File: src/rtl/store_buffer.sv
// Posted-write store buffer: queues LSU stores, drains them when the memory port is idle,
// and forwards pending store bytes into loads. Optional store merging: SB_COALESCE_EN.
module store_buffer #(
    parameter int unsigned DEPTH = 4,
    parameter int unsigned AW    = 32,
    parameter int unsigned DW    = 32
) (
    input  logic          clk,
    input  logic          rst,
    input  logic          cs,
    input  logic          wr,
    input  logic [3:0]    mask,
    input  logic [AW-1:0] addr,
    input  logic [DW-1:0] data_wr,
    output logic [DW-1:0] data_rd,
    output logic          stall_store,
    output logic          sb_empty,
    output logic          mem_cs,
    output logic          mem_wr,
    output logic [3:0]    mem_mask,
    output logic [AW-1:0] mem_addr,
    output logic [DW-1:0] mem_data_wr,
    input  logic [DW-1:0] mem_data_rd,
    input  logic          mem_ready
);

    localparam int unsigned PW = $clog2(DEPTH);
    localparam int unsigned CW = $clog2(DEPTH + 1);

    logic [PW-1:0] head_q, tail_q;
    logic [CW-1:0] count_q, count_d;
    logic          valid_q [DEPTH];
    logic [AW-3:0] word_q  [DEPTH];
    logic [3:0]    mask_q  [DEPTH];
    logic [DW-1:0] data_q  [DEPTH];

    logic          load, full, drain, drain_done, enq, merge;
    logic [PW-1:0] fwd_idx;

    assign load       = cs && !wr;
    assign full       = (count_q == CW'(DEPTH));
    assign sb_empty   = (count_q == '0);
    assign drain      = !sb_empty && !load;
    assign drain_done = drain && mem_ready;

`ifdef SB_COALESCE_EN
    logic [PW-1:0] young;
    logic [DW-1:0] merged_data;

    assign young = tail_q - PW'(1);
    // Merging into the head is unsafe while that head is retiring at this edge.
    assign merge = cs && wr && !sb_empty && valid_q[young] &&
                   (word_q[young] == addr[AW-1:2]) && !(young == head_q && drain_done);

    always_comb begin
        merged_data = data_q[young];
        for (int b = 0; b < 4; b++) begin
            if (mask[b]) merged_data[8*b +: 8] = data_wr[8*b +: 8];
        end
    end
`else
    assign merge = 1'b0;
`endif

    assign stall_store = full && !merge;
    assign enq         = cs && wr && !full && !merge;

    always_comb begin
        count_d = count_q;
        case ({enq, drain_done})
            2'b10:   count_d = count_q + CW'(1);
            2'b01:   count_d = count_q - CW'(1);
            default: count_d = count_q;
        endcase
    end

    // Walk oldest to youngest so the youngest matching byte wins.
    always_comb begin
        data_rd = mem_data_rd;
        fwd_idx = head_q;
        for (int i = 0; i < DEPTH; i++) begin
            fwd_idx = head_q + PW'(i);
            if (valid_q[fwd_idx] && word_q[fwd_idx] == addr[AW-1:2]) begin
                for (int b = 0; b < 4; b++) begin
                    if (mask_q[fwd_idx][b]) data_rd[8*b +: 8] = data_q[fwd_idx][8*b +: 8];
                end
            end
        end
    end

    always_comb begin
        mem_cs      = 1'b0;
        mem_wr      = 1'b0;
        mem_mask    = 4'h0;
        mem_addr    = '0;
        mem_data_wr = '0;
        if (load) begin
            mem_cs   = 1'b1;
            mem_addr = addr;
            mem_mask = mask;
        end else if (drain) begin
            mem_cs      = 1'b1;
            mem_wr      = 1'b1;
            mem_addr    = {word_q[head_q], 2'b00};
            mem_mask    = mask_q[head_q];
            mem_data_wr = data_q[head_q];
        end
    end

    always_ff @(posedge clk or posedge rst) begin
        if (rst) begin
            head_q  <= '0;
            tail_q  <= '0;
            count_q <= '0;
            for (int i = 0; i < DEPTH; i++) begin
                valid_q[i] <= 1'b0;
                word_q[i]  <= '0;
                mask_q[i]  <= 4'h0;
                data_q[i]  <= '0;
            end
        end else begin
            if (drain_done) begin
                valid_q[head_q] <= 1'b0;
                head_q          <= head_q + PW'(1);
            end
            if (enq) begin
                valid_q[tail_q] <= 1'b1;
                word_q[tail_q]  <= addr[AW-1:2];
                mask_q[tail_q]  <= mask;
                data_q[tail_q]  <= data_wr;
                tail_q          <= tail_q + PW'(1);
            end
`ifdef SB_COALESCE_EN
            if (merge) begin
                mask_q[young] <= mask_q[young] | mask;
                data_q[young] <= merged_data;
            end
`endif
            count_q <= count_d;
        end
    end

endmodule

File: config.mk
export PLATFORM = sky130hd
export DESIGN_NAME = store_buffer
export DESIGN_NICKNAME = d
export VERILOG_FILES = /design/src/rtl/store_buffer.sv
export SDC_FILE = /design/constraint.sdc
export NUM_CORES = 1
export LEC_CHECK = 0
export BUFFER_PORTS_ARGS = -buffer_cell sky130_fd_sc_hd__buf_2
export CAP_MARGIN = 0
export CORE_MARGIN = 2
export CORE_UTILIZATION = 50
export DETAILED_ROUTE_END_ITERATION = 7
export PLACE_DENSITY = 0.72
export SKIP_LAST_GASP = 1
export SYNTH_ARGS = -nofsm -noshare
export SYNTH_HDL_FRONTEND = slang
export SYNTH_SLANG_ARGS = --single-unit
export TNS_END_PERCENT = 20
File: constraint.sdc
create_clock -name clk -period 8.2 [get_ports clk]
set_input_delay 0.41 -clock clk [delete_from_list [all_inputs] [get_ports clk]]
set_output_delay 0.41 -clock clk [all_outputs]
set_load 0.01 [all_outputs]
---- Yosys cells after proc, flatten, opt, wreduce, memory -nomap -nowiden ----
Index checks and enable logic that the tools add are counted.
operators by class
  bitwise operators ....................... 8
  $mul .................................... 0
  mux-type cells .......................... 93
  divide/modulo/power cells ............... 0
  magnitude comparators ................... 7
  shift-type cells ........................ 0
  $add $sub $neg .......................... 6
  reduce and logical (&&, ||, !) cells .... 17
  eq/ne operators ......................... 7
operators by type and width
  operator               number
  $mux W32               17
  $mux W30               9
  $bmux W32 S2           4
  $bmux W30 S2           4
  $bwmux W128            1
  $mux W8                16
  $bwmux W120            1
  $eq A30 B30 Y1         4
  $demux W32 S2          1
  $demux W30 S2          1
  $mux W4                13
  $bmux W4 S2            4
  $bwmux W16             1
  $ge A3 B3 Y1 const B   5
  $not A2 Y3             5
  $mux W1                13
  $logic_and A1 B1 Y1    11
  $bmux W1 S2            4
  $demux W4 S2           1
  $lt A3 B1 Y1 const B   2
  $pmux W3 S2            1
  $add A2 B1 Y2 const B  2
  $add A2 B2 Y2 const B  2
  $and A4 B4 Y4          1
  other kinds (11)       15
storage, ports and cells
  bits in read-only memories .............. 0
  memories ................................ 0
  word-level logic and storage cells ...... 157
  output and inout port bits .............. 104
  bits in writable memories ............... 0
  input bits .............................. 105
  latch bits .............................. 0
  register bits ........................... 275

---- Longest topological paths before layout ----
  word-level depth ........................ 13
  gate-level depth with buffers ........... 23
  depth with buffers taken out ............ 10

---- Least setup slack after synthesis ----
Ideal clock, no wire load.
  path kind ............................... reg2out
  start point ............................. register head_q[1]
  end point ............................... output data_rd[10]
  data required time ...................... 7.790 ns
  buffers on the path ..................... 12
  data arrival time ....................... 5.091 ns
  slack ................................... 2.699 ns
  cell stages (with the launch flop) ...... 23
  path through ............................ dfrtp_1 buf_6 buf_6 buf_6 buf_2 buf_2 buf_1 buf_1 inv_1 ha_1 buf_4 buf_4 buf_6 buf_6 buf_4 mux4_2 xnor2_1 nand4_1 a2111oi_1 nand3_1 nor2_1 a311oi_1 o21ai_1
between the ends
  word-level cells in the longest chain between the ends .. 13
  elaborated cells between the ends (all ways) .. 71
  classes of those cells .................. add/sub: 3; eq/ne: 4; mux: 56; bitwise: 4; reduce/logical: 4
ends and longest elaborated chain
  element                                                                 line  RTL
  start, declared                                                         30    logic [PW-1:0] head_q, tail_q;
  start signal, assigned                                                  124   head_q <= head_q + PW'(1);
  parallel branches: the longest is 12 deep, another holds $add A2 B1 Y2  n/a
  $mux W32 *                                                              83    if (valid_q[fwd_idx] && word_q[fwd_idx] == addr[AW-1:2]) begin
  end, declared                                                           15    output logic [DW-1:0] data_rd,
Every way passes the cells marked *. The select of a mux whose other input is x is not followed.

---- Worst setup path after layout ----
  start point ............................. register head_q[1]
  end point ............................... output data_rd[17]
The elaborated chain is that of the path after synthesis.

==> flow_summary.json <==
{
  "dr.pass1.iters": 5,
  "power.leakage_nw": 9.66,
  "reg2reg_from": "count_q[0]$_DFFE_PP0P_",
  "viasPerCell": 6.90,
  "ctsHoldBuffers": 0,
  "clk_path_buf_depth": 3,
  "ant_nets": 0,
  "ys_warn_count": 0,
  "die_h_um": 210,
  "drive_gt1_share_pct": 41.1,
  "core.rowCount": 75,
  "slew_headroom_pct": 20.2,
  "slew_viol_final": 0,
  "clock.fmax_mhz": 146,
  "cp.required_ns": 7.79,
  "path_clk_slew_ns": 0.06,
  "grt_pass1_wl_um": 97000,
  "synth_area_um2": 21200,
  "synth_top_area_share_pct": 32.4,
  "cts_root_buffer": "clkbuf_16",
  "area_delta_synth_final_pct": 10.8,
  "cp-startpoint": "head_q[1]$_DFFE_PP0P_",
  "start_util_pct": 50.6,
  "overflow": 0,
  "cts_sinks": 275,
  "fin_tns_setup_ns": 0,
  "setup_slack_ns": 1.35,
  "nets": 1933,
  "cp.arrival_ns": 6.44,
  "synth_area_leaders": "dfrtp_1 32%, mux4_2 21%, mux2_2 13%",
  "cts_inserted_buffers": 34,
  "post-route-period-util_pct": 83.5,
  "drc": 0,
  "synth_edf_count": 0,
  "skew_ns": 0.0294,
  "peakVddDrop_uv": 261,
  "async_flop_share_pct": 100,
  "routed_wl_um": 62500,
  "synth_seq_area_share_pct": 32.4,
  "grt_pass1_vias": 16200,
  "dp_hpwl_um": 41700,
  "yosysTopAreaCell": "dfrtp_1",
  "vias": 16500,
  "ys_ff_latch": 275,
  "cts_resized": 0,
  "antenna_found_initial": 7,
  "core_um2": 41900,
  "startpoint_type": "register",
  "postCtsSetupBuffers": 0,
  "rsz0062_at_grt": "false",
  "outcome": "complete, no violations",
  "ys_top_cells_by_count": "275 x dfrtp_1, 243 x mux2_2, 201 x mux4_2, 143 x mux2i_1, 117 x nand2_1",
  "worstSetupPathType": "register to output port",
  "die_x_um": 210,
  "wl_per_cell_um": 26.2,
  "postSynthAreaPerCell_um2": 12.3,
  "cts_tree": "done",
  "tightest_slew_ns": 1.19,
  "place_congestion": 0.966,
  "synth.distinct_cells": 69,
  "setup_violations": 0,
  "ctsHtreeMaxLevel": 2,
  "grt_max_degree": 146,
  "maxCapViolations": 0,
  "post-place-ws_ns": 2.08,
  "synth_top_flop_cell": "dfrtp_1",
  "syn-num-nets": 1833,
  "fillers": 3508,
  "hold_viol_final": 0,
  "cp-end-kind": "output port",
  "crit_path_max_fanout": 38,
  "port_buffers": 208,
  "design.die.area_um2": 44100,
  "holdCritPathClass": "input port to asynchronous set/reset pin",
  "power-per-cell-area_nw_per_um2": 478,
  "clock_latency_ns": 0.55,
  "synth_most_common_cell": "dfrtp_1",
  "pin_count": 209,
  "grt_use_total_pct": 28.5,
  "min_period_ns": 6.85,
  "first_iter_violations": 1444,
  "synthCells": 1718
}
critical path: stages, from the launching register on:
cell	delay, ns
dfrtp_4	0.79
inv_1	0.22
ha_4	0.71
buf_4	0.49
mux2i_1	0.38
o2bb2ai_1	0.13
o32ai_1	0.46
o21ai_1	0.40
nor3b_2	0.88
a32oi_1	0.44
o21ai_1	0.52
o21ai_0	0.23
buf_2	0.18
where the power goes:
part / switching [W] / leakage [nW] / internal [W]
logic: 0.00317 / 5.77 / 0.00357
clock network: 0.000624 / 0.552 / 0.000896
registers: 0.000937 / 3.33 / 0.00204
sequential cells by signal, summed over array words and instances (netlist names):
signal,count
word_q,120
count_q,3
head_q,2
mask_q,16
tail_q,2
data_q,128
valid_q,4
worst paths after layout:
path | depth (start not counted) | slack, ns | to
worst max-delay path | 12 | 1.35 | data_rd[17]
worst min register to register | 1 | 0.49 | count_q[2]$_DFFE_PP0P_
worst max register to register | 11 | 4.67 | count_q[2]$_DFFE_PP0P_
min in group clk | 2 | 0.13 | data_q[125]$_DFFE_PP0P_
worst min-delay path | 2 | 0.04 | data_q[25]$_DFFE_PP0P_
max in group asynchronous | 3 | 6.42 | word_q[89]$_DFFE_PP0P_
stage by stage:
step / instances / instance area [um2] / hold WS, ns / power [W] / util [%]
2_1_floorplan: 1718 / 21200 / 0.457 / 0.00798 / -
3_3_place_gp: 2321 / 22400 / 0.478 / 0.00943 / 53.3
3_5_place_dp: 2321 / 22400 / 0.475 / 0.00959 / 53.3
4_1_cts: 2382 / 23500 / 0.0619 / 0.0112 / 56.0
5_1_grt: 2384 / 23500 / 0.118 / 0.0119 / 56.0
6_report: 2386 / 23500 / 0.0367 / 0.0112 / 56.0
placed cells by master (no fill, tap or decap), types with 5 or more instances in the layout:
cell / netlist / layout
mux2_2: 243 / 243
clkinv_2: 0 / 9
xor2_1: 39 / 39
a2111oi_0: 33 / 33
clkbuf_1: 101 / 6
nand3_1: 10 / 10
buf_2: 24 / 208
and2_1: 39 / 39
nor3b_2: 3 / 6
a2bb2oi_1: 5 / 5
or4_1: 5 / 5
o2bb2ai_1: 5 / 5
buf_4: 16 / 25
clkbuf_8: 0 / 5
a221oi_1: 5 / 5
dfrtp_1: 275 / 273
clkbuf_16: 0 / 35
nand2_1: 117 / 113
o21ai_1: 20 / 20
and3_1: 33 / 33
o2111ai_1: 7 / 7
ha_1: 9 / 8
mux4_1: 11 / 11
a21oi_1: 13 / 13
xnor2_1: 65 / 65
nand4_1: 10 / 10
mux2i_1: 143 / 143
a32oi_1: 6 / 6
nor2_1: 11 / 11
mux4_2: 201 / 201
nor4_1: 10 / 10
o21ai_0: 68 / 68
inv_1: 18 / 17
nor3_1: 10 / 10
o22ai_1: 8 / 8
a22o_1: 30 / 30
o221ai_1: 6 / 6
a311oi_1: 32 / 32
routing by layer:
metal	vias up	GRT usage, %	part of all wire, %
li1	6983	-	-
met1	8478	38.5	39
met2	854	45.7	48
met3	143	6.45	9.0
met4	6	10.0	3.5
met5	-	0	0.038
area by class of cell:
class                      count  area [um2]  area share, %
multi-input combinational   1252       13500           57.3
antenna                        4        10.0         0.0426
clock inverter                15         153          0.650
inverter                      21        86.3          0.367
timing repair buffer         234        1250           5.31
clock buffer                  46         967           4.12
tap                          539         674           2.87
sequential                   275        6890           29.3
cell families (layout without fill, tap and decap cells):
kind of cell	Yosys count	in the layout	share of synthesized area, %
buffers and inverters	191	316	4.39
DFF	275	275	32.4
muxes	598	598	42.4
other	0	4	0
xor gates and xnor gates	104	104	4.30
adders and majority gates	10	10	0.625
and+or+nand+nor	263	263	6.38
AOI/OAI and AO/OA	277	277	9.50
No activity file was read; power rests on OpenSTA's default activity.
